### src/rtl/i2c_pkg.sv
// i2c_pkg: shared state encoding and bus acknowledge levels for the I2C master
package i2c_pkg;
  typedef enum logic [2:0] {IDLE, START, ADDR, ADDR_ACK, DATA, DATA_ACK, STOP} state_e;
  localparam logic ACK = 1'b0;
  localparam logic NACK = 1'b1;
endpackage

### src/rtl/i2c_tick_gen.sv
// i2c_tick_gen: one-cycle quarter-period tick every CLK_DIV clocks while enabled
module i2c_tick_gen #(
  parameter int CLK_DIV = 250
) (
  input  logic clk,
  input  logic rst,
  input  logic en,
  output logic tick
);
  localparam int W = $clog2(CLK_DIV);
  logic [W-1:0] cnt_q, cnt_d;
  assign tick = en && cnt_q == W'(CLK_DIV - 1);
  // counter sits at zero while disabled so every transaction starts on a fresh quarter
  always_comb cnt_d = (!en || tick) ? '0 : cnt_q + 1'b1;
  // counter register
  always_ff @(posedge clk)
    if (rst) cnt_q <= '0;
    else cnt_q <= cnt_d;
endmodule

### src/rtl/i2c_master_ctrl.sv
// i2c_master_ctrl: single-byte I2C master, one address phase plus one data byte
module i2c_master_ctrl
  import i2c_pkg::*;
#(
  parameter int CLK_DIV = 250,
  parameter int ADDR_W  = 7,
  parameter int DATA_W  = 8
) (
  input  logic              clk,
  input  logic              rst,
  input  logic              start,
  input  logic              rw,
  input  logic [ADDR_W-1:0] addr,
  input  logic [DATA_W-1:0] wdata,
  input  logic              sda_i,
  output logic              scl_oe,
  output logic              sda_oe,
  output logic [DATA_W-1:0] rdata,
  output logic              busy,
  output logic              done,
  output logic              ack_err
);
  localparam int BW = $clog2(ADDR_W + 1 > DATA_W ? ADDR_W + 1 : DATA_W);
  state_e            state_q, state_d;
  logic [1:0]        qc_q, qc_d;
  logic [BW-1:0]     bit_q, bit_d;
  logic [ADDR_W:0]   ash_q, ash_d;
  logic [DATA_W-1:0] dsh_q, dsh_d, rdata_q, rdata_d;
  logic              rw_q, rw_d, busy_q, busy_d, done_q, done_d, ack_q, ack_d;
  logic              scl_q, scl_d, sda_q, sda_d;
  logic              tick;
  i2c_tick_gen #(.CLK_DIV(CLK_DIV)) u_tick (.clk(clk), .rst(rst), .en(busy_q), .tick(tick));
  assign scl_oe  = scl_q;
  assign sda_oe  = sda_q;
  assign rdata   = rdata_q;
  assign busy    = busy_q;
  assign done    = done_q;
  assign ack_err = ack_q;
  // sequencing: quarters within a slot, slots within a state; bus levels derived from next state
  always_comb begin
    state_d = state_q;
    qc_d    = qc_q;
    bit_d   = bit_q;
    ash_d   = ash_q;
    dsh_d   = dsh_q;
    rw_d    = rw_q;
    busy_d  = busy_q;
    done_d  = 1'b0;
    ack_d   = ack_q;
    rdata_d = rdata_q;
    if (!busy_q && start) begin
      state_d = START;
      qc_d    = '0;
      bit_d   = '0;
      ash_d   = {addr, rw};
      dsh_d   = wdata;
      rw_d    = rw;
      busy_d  = 1'b1;
      ack_d   = 1'b0;
    end else if (tick) begin
      qc_d = qc_q + 2'd1;
      if (qc_q == 2'd2) begin
        if (state_q == ADDR_ACK || (state_q == DATA_ACK && !rw_q)) ack_d = sda_i != ACK;
        if (state_q == DATA && rw_q) dsh_d = {dsh_q[DATA_W-2:0], sda_i};
      end
      if (qc_q == 2'd3) begin
        bit_d = bit_q + 1'b1;
        case (state_q)
          START: begin
            state_d = ADDR;
            bit_d   = '0;
          end
          ADDR: begin
            ash_d = ash_q << 1;
            if (bit_q == BW'(ADDR_W)) state_d = ADDR_ACK;
          end
          ADDR_ACK: begin
            state_d = ack_q ? STOP : DATA;
            bit_d   = '0;
          end
          DATA: begin
            if (!rw_q) dsh_d = dsh_q << 1;
            if (bit_q == BW'(DATA_W - 1)) state_d = DATA_ACK;
          end
          DATA_ACK: begin
            state_d = STOP;
            if (rw_q) rdata_d = dsh_q;
          end
          STOP: begin
            state_d = IDLE;
            busy_d  = 1'b0;
            done_d  = 1'b1;
          end
          default: state_d = IDLE;
        endcase
      end
    end
    scl_d = 1'b0;
    sda_d = 1'b0;
    case (state_d)
      START: begin
        scl_d = qc_d == 2'd3;
        sda_d = qc_d != 2'd0;
      end
      ADDR: begin
        scl_d = !qc_d[1];
        sda_d = !ash_d[ADDR_W];
      end
      ADDR_ACK, DATA_ACK: begin
        scl_d = !qc_d[1];
        sda_d = !NACK;
      end
      DATA: begin
        scl_d = !qc_d[1];
        sda_d = !rw_d && !dsh_d[DATA_W-1];
      end
      STOP: begin
        scl_d = qc_d == 2'd0;
        sda_d = !qc_d[1];
      end
      default: ;
    endcase
  end
  // state and registered outputs; reset drops the bus without a STOP
  always_ff @(posedge clk)
    if (rst) begin
      state_q <= IDLE;
      qc_q    <= '0;
      bit_q   <= '0;
      ash_q   <= '0;
      dsh_q   <= '0;
      rw_q    <= 1'b0;
      busy_q  <= 1'b0;
      done_q  <= 1'b0;
      ack_q   <= 1'b0;
      rdata_q <= '0;
      scl_q   <= 1'b0;
      sda_q   <= 1'b0;
    end else begin
      state_q <= state_d;
      qc_q    <= qc_d;
      bit_q   <= bit_d;
      ash_q   <= ash_d;
      dsh_q   <= dsh_d;
      rw_q    <= rw_d;
      busy_q  <= busy_d;
      done_q  <= done_d;
      ack_q   <= ack_d;
      rdata_q <= rdata_d;
      scl_q   <= scl_d;
      sda_q   <= sda_d;
    end
endmodule
### config.mk
export PLATFORM = sky130hd
export DESIGN_NAME = i2c_master_ctrl
export DESIGN_NICKNAME = d
export VERILOG_FILES = /design/src/rtl/i2c_pkg.sv /design/src/rtl/i2c_tick_gen.sv /design/src/rtl/i2c_master_ctrl.sv
export SDC_FILE = /design/constraint.sdc
export NUM_CORES = 1
export LEC_CHECK = 0
export BUFFER_PORTS_ARGS = -buffer_cell sky130_fd_sc_hd__buf_2
export CORE_ASPECT_RATIO = 0.9
export CORE_UTILIZATION = 45
export CTS_CLUSTER_DIAMETER = 60
export DETAILED_ROUTE_END_ITERATION = 8
export MAX_ROUTING_LAYER = met4
export PLACE_DENSITY_LB_ADDON = 0.2
export SYNTH_ARGS = -nofsm -noshare
export SYNTH_HDL_FRONTEND = slang
export SYNTH_SLANG_ARGS = --single-unit
### constraint.sdc
create_clock -name clk -period 3.4 [get_ports clk]
set_input_delay 0.51 -clock clk [delete_from_list [all_inputs] [get_ports clk]]
set_output_delay 0.51 -clock clk [all_outputs]
set_load 0.02 [all_outputs]
==> impl_results.md <==
* Initial antenna violation count at 0
* Post-CTS resize count at 0
* Critical path arrival at approximately 2700 ps
* Clock latency at the later pin of the worst-skew pair at 290 ps
* Power Dens Cells at 380 nW/um2
* Post-Syn Instances at ~260
* Crit start category: flop
* Max VDD drop at slightly below 0.0002 V
* Share of cells above drive strength 1 at 19.8%
* Largest area contributor in the netlist: dfxtp_1
* Gr ovfl total at 0
* IO Count at 33
* Tightest Pin Transition at roughly 660 ps
* First-pass GRT wire length at between 8 and 9 mm
* # diodes at 0
* Grt met2 use at between 20% and 30%
* Number of global-route vias before repair at between 1500 and 2000
* Fillers at between 400 and 500
* XOR/XNOR Fraction of Synth Area at 2.25%
* Synth cell types at 53
* Largest family of logic cells by synthesized area: simple AND/OR/NAND/NOR gates
* Area of the multi-input gates at approximately 1300 um2
* Critical path endpoint category: flop
* Fin crit share at between 70% and 80%
* Dpl cells at approximately 350
* Antenna Nets Post-Route at 0
* Tot GR Track Use at between 10% and 20%
* Post-synth EDFFs at 0
* Clk slew on worst S/H paths at around 80 ps
* RSZ-0062 raised after global routing: no
* Fin. Hold Viols at 0
* Fin cells at 353
* CTS Hold Bufs at 0
* Largest net degree at the start of global routing at 27
* Synthesized Nets at about 290
* Layout net count at between 300 and 400
* Post-route minimum period at ~2500 ps
* DPL Wire Length at about 3.4 mm
* DRC viols at 0
* Slowest Stage Delay on Critical Path at 550 ps
* Hold/Removal Path Class: flop to flop
* Mapped Area at 2330 um2
* Max Root-Sink Buffers at 2
* Adder-Cell Fraction of Synth Area at between 3 and 4%
* Ys async rst share at 0%
* Avg WL per Cell at ~13 um
* GR Layer Usage met3 at ~3.5%
* Flops & latches, synth at 46
* Input/output buffers at 32
* Hold Slack at 463 ps
* Gpl congestion at just under 0.9
* Setup TNS at 0 ps
* Setup Viol. Count Final at 0
* Critical Path Fanout Max at 9
* DRT Pass-1 Iters at 4
* CTS Root Cell: clkbuf_8
* Share of the synthesized area in the top cell type at ~40%
* Starting Density at about 47%
* Number of buffers created by CTS at 5
* Worst path required time at approximately 3600 ps
* Lkg Pwr at between 0.9 and 1 nW
* Post-DR vias/cell at 5.41
* Top_reg_cell synth: dfxtp_1
* Via Count at about 1900
* Placeable Area at ~5000 um2
* MaxCap Viol Count at 0
* Die footprint at between 5000 and 6000 um2
* Area grow syn2layout at 12.2%
* Layout Skew at 5.35 ps
* Simple-Gate Fraction of Synth Area at ~25%
* Core Util, Final at roughly 53%
* H-tree levels at 2
* F_max at just over 400 MHz
* Post-synthesis mux area share at 9.01%
* Synth Area in Compound Gates at between 15 and 20%
* GRT met1 Usage at 26.8%
* Grt peak-use layer: met2
* Seq/Total Area, Yosys at around two fifths
* Syn Area/Cell at 8.94 um2
* Worst path cell trace: ha_1 > and2_1 > nand3_1 > nand2_1 > nand4bb_1 > or4_1 > a221oi_2
* Flop-to-flop setup slack at approximately 950 ps
* Pins over their slew limit at 0
* Die span in y at roughly 70 um
* Yosys warns at 0
* Crit path kind: flop to flop
* Die W at 77.9 um
* Slew headroom at 55.9%
* CTS tree: yes
* Status: finished clean
* Number of cell rows at 24
* Post-CTS Setup Bufs at 0
* Starting DRC count in detailed routing at 127
* # clock sinks at 46
* Crit-path slowest cell: or4_1
* Top cells by area, synth: dfxtp_1 39%, mux2i_1 9.0%, nor2_1 6.4%
* WL final at approximately 4.8 mm
* Storage cell area at between 900 and 1000 um2
## worst max-delay path: cells and delay by family (launching register included)
| kind | cells | cell delay [ps] |
|---|---|---|
| compound gates | 1 | 240 |
| flops | 1 | 480 |
| fa+ha+maj | 1 | 230 |
| simple gates | 5 | 1420 |
## logic make-up after synthesis
group                      count (synthesis)
AOI/OAI and AO/OA                         56
xor gates and xnor gates                   6
adders and majority gates                  6
buffers and inverters                     20
DFF                                       46
muxes                                     21
and+or+nand+nor                          106
## final cells by class
class | count | share of cell area (%)
inverters | 4 | 0.574
repair buffers | 35 | 6.98
clock inverters | 2 | 0.478
multi-input cells | 195 | 50.5
flip-flops and latches | 46 | 35.2
well taps | 65 | 3.11
clock buffers | 6 | 3.15
## synthesized netlist by cell type (2+ instances only)
| cell type | count |
|---|---|
| nand3_1 | 6 |
| nor2_1 | 40 |
| o21ai_0 | 6 |
| xor2_1 | 4 |
| nor3_4 | 2 |
| nor2b_1 | 3 |
| inv_1 | 4 |
| nand3_2 | 2 |
| buf_2 | 3 |
| ha_1 | 6 |
| o31ai_1 | 2 |
| dfxtp_1 | 46 |
| o2bb2ai_1 | 2 |
| xnor2_1 | 2 |
| or2_2 | 2 |
| a31oi_1 | 2 |
| clkbuf_1 | 10 |
| nand2b_1 | 3 |
| nor3b_1 | 2 |
| nand3b_1 | 3 |
| nand4_1 | 4 |
| and3_1 | 5 |
| a211oi_1 | 10 |
| a21oi_1 | 16 |
| and2_1 | 2 |
| nand2_1 | 21 |
| a22oi_1 | 5 |
| a21o_1 | 2 |
| nor3_1 | 2 |
| mux2i_1 | 21 |
## placed cells by master (no fill, tap or decap), drive strengths merged, types with 2 or more instances in the layout
master	Yosys	layout
nand4	5	5
dfxtp	46	46
a22oi	5	5
nor2b	3	3
nor3b	2	2
and3	5	5
o21ai	7	7
nor3	4	4
inv	4	4
xnor2	2	2
o31ai	2	2
o2bb2ai	2	2
a211oi	10	10
a21oi	16	16
nand2	21	21
clkbuf	11	6
nand2b	4	4
buf	5	35
a31oi	3	3
a21o	2	2
mux2i	21	21
and2	2	2
nor4	2	2
nand3	8	8
ha	6	6
nor2	40	40
nand3b	3	3
xor2	4	4
or2	2	2
## metrics by stage
stage / area (um2) / setup WS (ps) / power [mW]
finish: 2620 / 949 / 0.996
global route: 2620 / 757 / 1.05
CTS: 2620 / 951 / 1.01
detailed placement: 2520 / 955 / 0.663
global placement: 2520 / 1010 / 0.662
floorplan: 2330 / 1260 / 0.635
## where the power goes
part	internal, mW	switching, mW
clock network	0.164	0.182
registers	0.555	0.0192
logic	0.0332	0.0428
## final timing paths
check | startpoint | end | depth (start not counted)
min reg2reg | bit_q[2] | bit_q[2] | 2
max | qc_q[1] | sda_oe | 7
min | bit_q[2] | bit_q[2] | 2
max reg2reg | qc_q[1] | sda_oe | 7
## registers in the layout, indices dropped and copies added (netlist names)
register      count
state_q           3
done              1
busy              1
scl_oe            1
ack_err           1
dsh_q             8
rdata             8
u_tick.cnt_q      8
ash_q             8
sda_oe            1
rw_q              1
bit_q             3
qc_q              2
## per-layer routing
layer | wire length [um] | share of wire [%]
met5 | 0 | 0
met4 | 27 | 0.57
met3 | 209 | 4.4
met2 | 2110 | 44
met1 | 2420 | 51
Note: power is estimated with default switching activity, not from simulation.
